File: config.mk
export PLATFORM = sky130hd
export DESIGN_NAME = blake2_host_driver
export DESIGN_NICKNAME = d
export VERILOG_FILES = /design/src/rtl/blake2_host_driver.sv
export SDC_FILE = /design/constraint.sdc
export NUM_CORES = 1
export LEC_CHECK = 0
export ABC_AREA = 1
export BUFFER_PORTS_ARGS = -buffer_cell sky130_fd_sc_hd__clkbuf_2
export CAP_MARGIN = 20
export CELL_PAD_IN_SITES_DETAIL_PLACEMENT = 0
export CELL_PAD_IN_SITES_GLOBAL_PLACEMENT = 1
export CORE_UTILIZATION = 44
export DETAILED_ROUTE_END_ITERATION = 8
export HOLD_SLACK_MARGIN = 0.05
export PLACE_DENSITY_LB_ADDON = 0.2
export SLEW_MARGIN = 15
export SYNTH_ARGS = -nofsm -noshare
export SYNTH_HDL_FRONTEND = slang
export SYNTH_SLANG_ARGS = --single-unit
File: constraint.sdc
create_clock -name clk -period 13.1 [get_ports clk]
set_input_delay 2.62 -clock clk [delete_from_list [all_inputs] [get_ports clk]]
set_output_delay 2.62 -clock clk [all_outputs]
set_load 0.05 [all_outputs]
File: src/rtl/blake2_host_driver.sv
// Host-side byte-serial transmitter for a BLAKE2 core: config, key/message blocks, hash capture.
// Optional hash-wait watchdog is built when BLAKE2_HOST_TIMEOUT_EN is defined.
module blake2_host_driver #(
  parameter int unsigned BLK_GAP   = 4,
  parameter int unsigned TIMEOUT_W = 16
) (
  input  logic        clk,
  input  logic        reset,
  input  logic        start_i,
  input  logic [5:0]  kk_i,
  input  logic [5:0]  nn_i,
  input  logic [63:0] ll_i,
  input  logic        msg_v_i,
  input  logic [7:0]  msg_i,
  output logic        msg_ready_o,
  output logic        valid_o,
  output logic [1:0]  cmd_o,
  output logic [7:0]  data_o,
  input  logic        ready_v_i,
  input  logic        hash_v_i,
  input  logic [7:0]  hash_i,
  output logic        busy_o,
  output logic        hash_byte_v_o,
  output logic [7:0]  hash_byte_o,
  output logic [5:0]  hash_idx_o,
  output logic        done_o,
  output logic        error_o
);

  typedef enum logic [2:0] {S_IDLE, S_CONF, S_WAIT_RDY, S_BLOCK, S_GAP, S_HASH} state_t;
  typedef enum logic [1:0] {CMD_CONF, CMD_START, CMD_DATA, CMD_LAST} cmd_t;

  state_t      r_state, w_next;
  logic [5:0]  r_kk, r_nn, r_b, r_idx;
  logic [63:0] r_ll, r_rem, r_blk_left;
  logic        r_single, r_first, r_keyblk;
  logic [15:0] r_cnt;

  logic        r_valid, r_hv, r_done, r_err;
  logic [1:0]  r_cmd;
  logic [7:0]  r_data, r_hb;
  logic [5:0]  r_hidx;

  logic        w_bad, w_payload, w_take, w_emit;
  logic [63:0] w_nblk;
  logic [2:0]  w_ll_sel;
  cmd_t        w_blk_cmd;
  logic        w_valid, w_hv, w_done, w_err;
  logic [1:0]  w_cmd;
  logic [7:0]  w_data;

`ifdef BLAKE2_HOST_TIMEOUT_EN
  logic [TIMEOUT_W-1:0] r_to;
`endif

  assign w_bad    = (kk_i > 6'd32) || (nn_i == 6'd0) || (nn_i > 6'd32);
  assign w_nblk   = 64'(kk_i != 6'd0) + (ll_i >> 6) + 64'(|ll_i[5:0]);
  assign w_ll_sel = 3'(r_cnt[3:0] - 4'd2);

  // Key block: payload while b < kk. Message blocks: payload until the remaining count hits 0.
  assign w_payload = r_keyblk ? (r_b < r_kk) : (r_rem != '0);
  assign w_take    = (r_state == S_BLOCK) && w_payload && msg_v_i;
  assign w_emit    = (r_state == S_BLOCK) && (!w_payload || msg_v_i);

  always_comb begin
    if (r_single)                w_blk_cmd = (r_b == 6'd63) ? CMD_LAST : CMD_START;
    else if (r_first)            w_blk_cmd = CMD_START;
    else if (r_blk_left == 64'd1) w_blk_cmd = CMD_LAST;
    else                         w_blk_cmd = CMD_DATA;
  end

  always_ff @(posedge clk or posedge reset) begin
    if (reset) r_state <= S_IDLE;
    else       r_state <= w_next;
  end

  always_comb begin
    w_next  = r_state;
    w_valid = 1'b0;
    w_cmd   = CMD_CONF;
    w_data  = '0;
    w_hv    = 1'b0;
    w_done  = 1'b0;
    w_err   = 1'b0;
    case (r_state)
      S_IDLE: begin
        if (start_i) begin
          if (w_bad) w_err  = 1'b1;
          else       w_next = S_CONF;
        end
      end
      S_CONF: begin
        w_valid = 1'b1;
        case (r_cnt[3:0])
          4'd0:    w_data = {2'b00, r_kk};
          4'd1:    w_data = {2'b00, r_nn};
          default: w_data = 8'(r_ll >> {w_ll_sel, 3'b000});
        endcase
        if (r_cnt[3:0] == 4'd9) w_next = S_WAIT_RDY;
      end
      S_WAIT_RDY: if (ready_v_i) w_next = S_BLOCK;
      S_BLOCK: begin
        if (w_emit) begin
          w_valid = 1'b1;
          w_cmd   = w_blk_cmd;
          w_data  = w_payload ? msg_i : 8'h00;
          if (r_b == 6'd63) w_next = (r_blk_left == 64'd1) ? S_HASH : S_GAP;
        end
      end
      S_GAP: if (32'(r_cnt) + 32'd1 >= BLK_GAP) w_next = S_WAIT_RDY;
      S_HASH: begin
        if (hash_v_i) begin
          w_hv = 1'b1;
          if (r_idx == r_nn - 6'd1) begin
            w_done = 1'b1;
            w_next = S_IDLE;
          end
        end
`ifdef BLAKE2_HOST_TIMEOUT_EN
        else if (r_to == '1) begin
          w_err  = 1'b1;
          w_next = S_IDLE;
        end
`endif
      end
      default: w_next = S_IDLE;
    endcase
  end

  always_ff @(posedge clk or posedge reset) begin
    if (reset) begin
      r_kk <= '0; r_nn <= '0; r_ll <= '0; r_rem <= '0; r_blk_left <= '0;
      r_single <= 1'b0; r_first <= 1'b0; r_keyblk <= 1'b0;
      r_b <= '0; r_idx <= '0; r_cnt <= '0;
      r_valid <= 1'b0; r_cmd <= '0; r_data <= '0;
      r_hv <= 1'b0; r_hb <= '0; r_hidx <= '0; r_done <= 1'b0; r_err <= 1'b0;
    end else begin
      r_valid <= w_valid;
      r_cmd   <= w_cmd;
      r_data  <= w_data;
      r_hv    <= w_hv;
      r_done  <= w_done;
      r_err   <= w_err;
      if (w_hv) begin
        r_hb   <= hash_i;
        r_hidx <= r_idx;
      end
      case (r_state)
        S_IDLE: begin
          r_cnt <= '0;
          r_idx <= '0;
          if (start_i && !w_bad) begin
            r_kk       <= kk_i;
            r_nn       <= nn_i;
            r_ll       <= ll_i;
            r_rem      <= ll_i;
            r_blk_left <= (w_nblk == '0) ? 64'd1 : w_nblk;
            r_single   <= (w_nblk <= 64'd1);
            r_first    <= 1'b1;
            r_keyblk   <= (kk_i != 6'd0);
          end
        end
        S_CONF:     r_cnt <= (r_cnt[3:0] == 4'd9) ? '0 : r_cnt + 16'd1;
        S_WAIT_RDY: begin
          r_b   <= '0;
          r_cnt <= '0;
        end
        S_BLOCK: begin
          if (w_take && !r_keyblk) r_rem <= r_rem - 64'd1;
          if (w_emit) begin
            r_b <= r_b + 6'd1;
            if (r_b == 6'd63) begin
              r_blk_left <= r_blk_left - 64'd1;
              r_first    <= 1'b0;
              r_keyblk   <= 1'b0;
            end
          end
        end
        S_GAP:  r_cnt <= r_cnt + 16'd1;
        S_HASH: if (hash_v_i) r_idx <= r_idx + 6'd1;
        default: ;
      endcase
    end
  end

`ifdef BLAKE2_HOST_TIMEOUT_EN
  always_ff @(posedge clk or posedge reset) begin
    if (reset)                             r_to <= '0;
    else if (r_state == S_HASH && !hash_v_i) r_to <= r_to + 1'b1;
    else                                   r_to <= '0;
  end
`endif

  assign msg_ready_o   = (r_state == S_BLOCK) && w_payload;
  assign busy_o        = (r_state != S_IDLE);
  assign valid_o       = r_valid;
  assign cmd_o         = r_cmd;
  assign data_o        = r_data;
  assign hash_byte_v_o = r_hv;
  assign hash_byte_o   = r_hb;
  assign hash_idx_o    = r_hidx;
  assign done_o        = r_done;
  assign error_o       = r_err;

endmodule

==> flow_summary.ini <==
[global_routing]
grt_pass1_wl_um = 99900
grt_pass1_vias = 17700
globalRouteOverflowTotal = 0
antenna_found_initial = 0
grtUsageTotal_pct = 30.9
grt_max_degree = 161

[synthesis]
synth_seq_cells = 266
synth_area_mm2 = 0.0183
synth_top_area_share_pct = 36.4
syn-num-nets = 2884
yosysWarnings = 0
syn_inst = 2768
avgSynthCellArea_um2 = 6.61
yosysTopAreaCell = dfrtp_1
yosysSeqAreaShare_pct = 36.4
ys_top_cells_by_area = dfrtp_1 (36%), nand2_1 (15%), nor2_1 (9.1%), o21ai_0 (7.6%), inv_1 (5.8%)
ys_types = 49

[flow_run]
maxCapViolations = 0

[placed_design]
placed_cells = 3347
placed_cell_area_mm2 = 0.0193
port_buffers = 127
gp_congestion = 0.944
hpwl_um = 48600

[cells_and_area]
layoutNonFillerInstCount = 3405
post-route-cell-area_mm2 = 0.0204
layout-drive-gt1-share_pct = 9.16
area_growth_pct = 11.5
nets = 2967

[routing]
vias_per_cell = 5.53
vias = 18800
drt_wl_total_um = 64300
drt_first_pass_iters = 6
routedWlPerCell_um = 18.9
drc = 0
ant_nets = 0
drt_iter0_markers = 1905

[clock_network]
clkSlewWorstSetupHoldPaths_ps = 60
cts_resized = 0
cts_tree = done
htree_levels = 2
clockBufferDepth = 3
root_buffer = clkbuf_16
ctsHoldBuffers = 0
cts_num_sinks = 266
insertion_delay_ps = 560
cts_inserted_buffers = 34
cts_setup_buffers = 0

[worst_setup_path]
worst_path_largest_cell_delay_ps = 710
path_class = reg2out
cp_cell_sequence = inv_1 > nor2_1 > inv_2 > nor2_8 > clkinv_2 > nor2_2 > clkbuf_2
cp_slowest_cell = nor2_2
crit_required_ps = 10480
path_max_fanout = 48
crit_buf_inv = 4
crit_path_start_kind = register
arrival_ps = 3040
path_delay_family = buffers and inverters
endpoint_kind = output pin

[floorplanning]
io_pins = 128
die_y_um = 206
coreArea_mm2 = 0.0409
die_x_um = 206
rows = 74
die_area_mm2 = 0.0424
start_util_pct = 44.7

[power]
switchingPower_mw = 2.00
power_frac_seq_pct = 35.1
power_density_mw_per_mm2 = 211
pwr-share-clk_pct = 22.5
switching_share_pct = 46.5
combPwrFrac_pct = 42.4
p_int_mw = 2.30
p_leak_nw = 9.29
ir_worst_vdd_mv = 0.0892

[sta]
grt_setup_unrepaired = no
finalSetupViolations = 0
fin_crit_sh_pct = 43.2
min_period_ps = 5660
hold_viol_final = 0
worstMarginPinSlew_ps = 1050
maxSlewViolCount = 0
max_freq_mhz = 177
clock_skew_ps = 23.2
fin_setup_tns_ps = 0
slew_headroom_pct = 29.5

[hold_path]
min_path_type = reg2reg

[status]
run_status = complete, no violations
[routing by layer]
layer	vias up	wire [um]	global-route usage, %
li1	9214	-	-
met4	0	1730	8.93
met3	97	4630	5.22
met5	-	0	0
met1	8856	29200	43.0
met2	667	28700	49.1
[cell usage in the layout, fill, tap and decap left out, types with 6 or more instances in the layout]
cell and n:
a32o_1 6, nand3_1 135, nor3_1 54, o31ai_1 6, clkbuf_2 127, nand2_1 744
nor2_1 445, clkinv_2 6, a31oi_1 19, dfrtp_1 266, o22ai_1 32, nand2_2 6
ha_1 17, nor4_1 18, a21oi_1 131, a22oi_1 10, clkbuf_8 8, o22ai_2 7
o21ai_0 279, o21ai_1 10, nor2_2 19, o211ai_1 16, inv_1 279, buf_4 10
inv_2 8, xnor2_1 7, xor2_1 68, nand4_1 47, nor2_4 9, clkbuf_16 35
[cell usage after synthesis, drive strengths merged]
cell type  count
nand3b         2
or2            3
a211oi         2
clkbuf        60
nor2         474
o21ai        289
o31ai          6
or4            1
nor4b          1
a31oi         19
o21bai         1
nand3        138
buf           31
o221ai         5
nor4          19
a32o           6
fa             1
nand2        752
o211ai        16
xnor2          7
nor3          61
o22ai         39
ha            17
mux2i          2
dfrtp        266
xor2          68
nand4         48
a21oi        132
nor3b          3
inv          289
a22oi         10
[worst min-delay path: cells and delay by family (launching register included)]
kind | cells | cell delay [ps]
and+or+nand+nor | 2 | 100
DFF | 1 | 340
[stage by stage]
| stage | hold slack (ps) | setup slack (ps) | util [%] | power (mW) |
|---|---|---|---|---|
| CTS | 478 | 7420 | 49.9 | 4.30 |
| floorplan | 424 | 3150 | - | 2.79 |
| global placement | 455 | 7480 | 47.1 | 3.27 |
| global route | 503 | 7220 | 49.9 | 4.64 |
| detailed placement | 463 | 7450 | 47.1 | 3.31 |
| finish | 472 | 7440 | 49.9 | 4.30 |
[registers in the layout (all words and copies together), names as in the netlist, 2 cells and up]
signal,cells
hash_byte_o,8
r_ll,64
r_state,3
cmd_o,2
r_kk,6
hash_idx_o,6
r_b,6
r_idx,6
r_blk_left,64
r_nn,6
r_rem,64
data_o,8
r_cnt,16
[cell families after synthesis]
logic type / count (synthesis) / share of synthesized area (%)
buf+inv: 380 / 8.28
mux: 2 / 0.109
xor+xnor: 75 / 3.59
flops: 266 / 36.4
simple gates: 1502 / 34.6
fa+ha+maj: 18 / 1.27
compound gates: 525 / 15.8
[final cells by class]
cell class,instances,area [um^2]
clock buffer,46,997
tap,532,666
multi-input combinational,2122,10100
fill,4231,20500
sequential,266,6660
inverter,289,1090
antenna,1,2.50
timing repair buffer,138,731
clock inverter,11,130
[final timing paths]
check,slack (ps),cells past startpoint,to,startpoint
max,7440,7,msg_ready_o,r_state[0]
min,470,2,hash_byte_o[1],hash_byte_o[1]
max reg2reg,9120,14,r_blk_left[41],r_state[0]
min reg2reg,470,2,hash_byte_o[1],hash_byte_o[1]
max in group asynchronous,9510,3,r_blk_left[57],reset
min in group asynchronous,2210,2,r_ll[2],reset
[power by group through the flow]
| stage | combinational, mW | clock (mW) | sequential [mW] |
|---|---|---|---|
| 3_3_place_gp | 1.77 | 0 | 1.50 |
| 4_1_cts | 1.81 | 0.988 | 1.50 |
| 5_1_grt | 2.06 | 1.02 | 1.56 |
| 3_5_place_dp | 1.80 | 0 | 1.51 |
| 6_report | 1.82 | 0.967 | 1.51 |
| 2_1_floorplan | 1.28 | 0 | 1.50 |
Note: power is estimated with default switching activity, not from simulation.
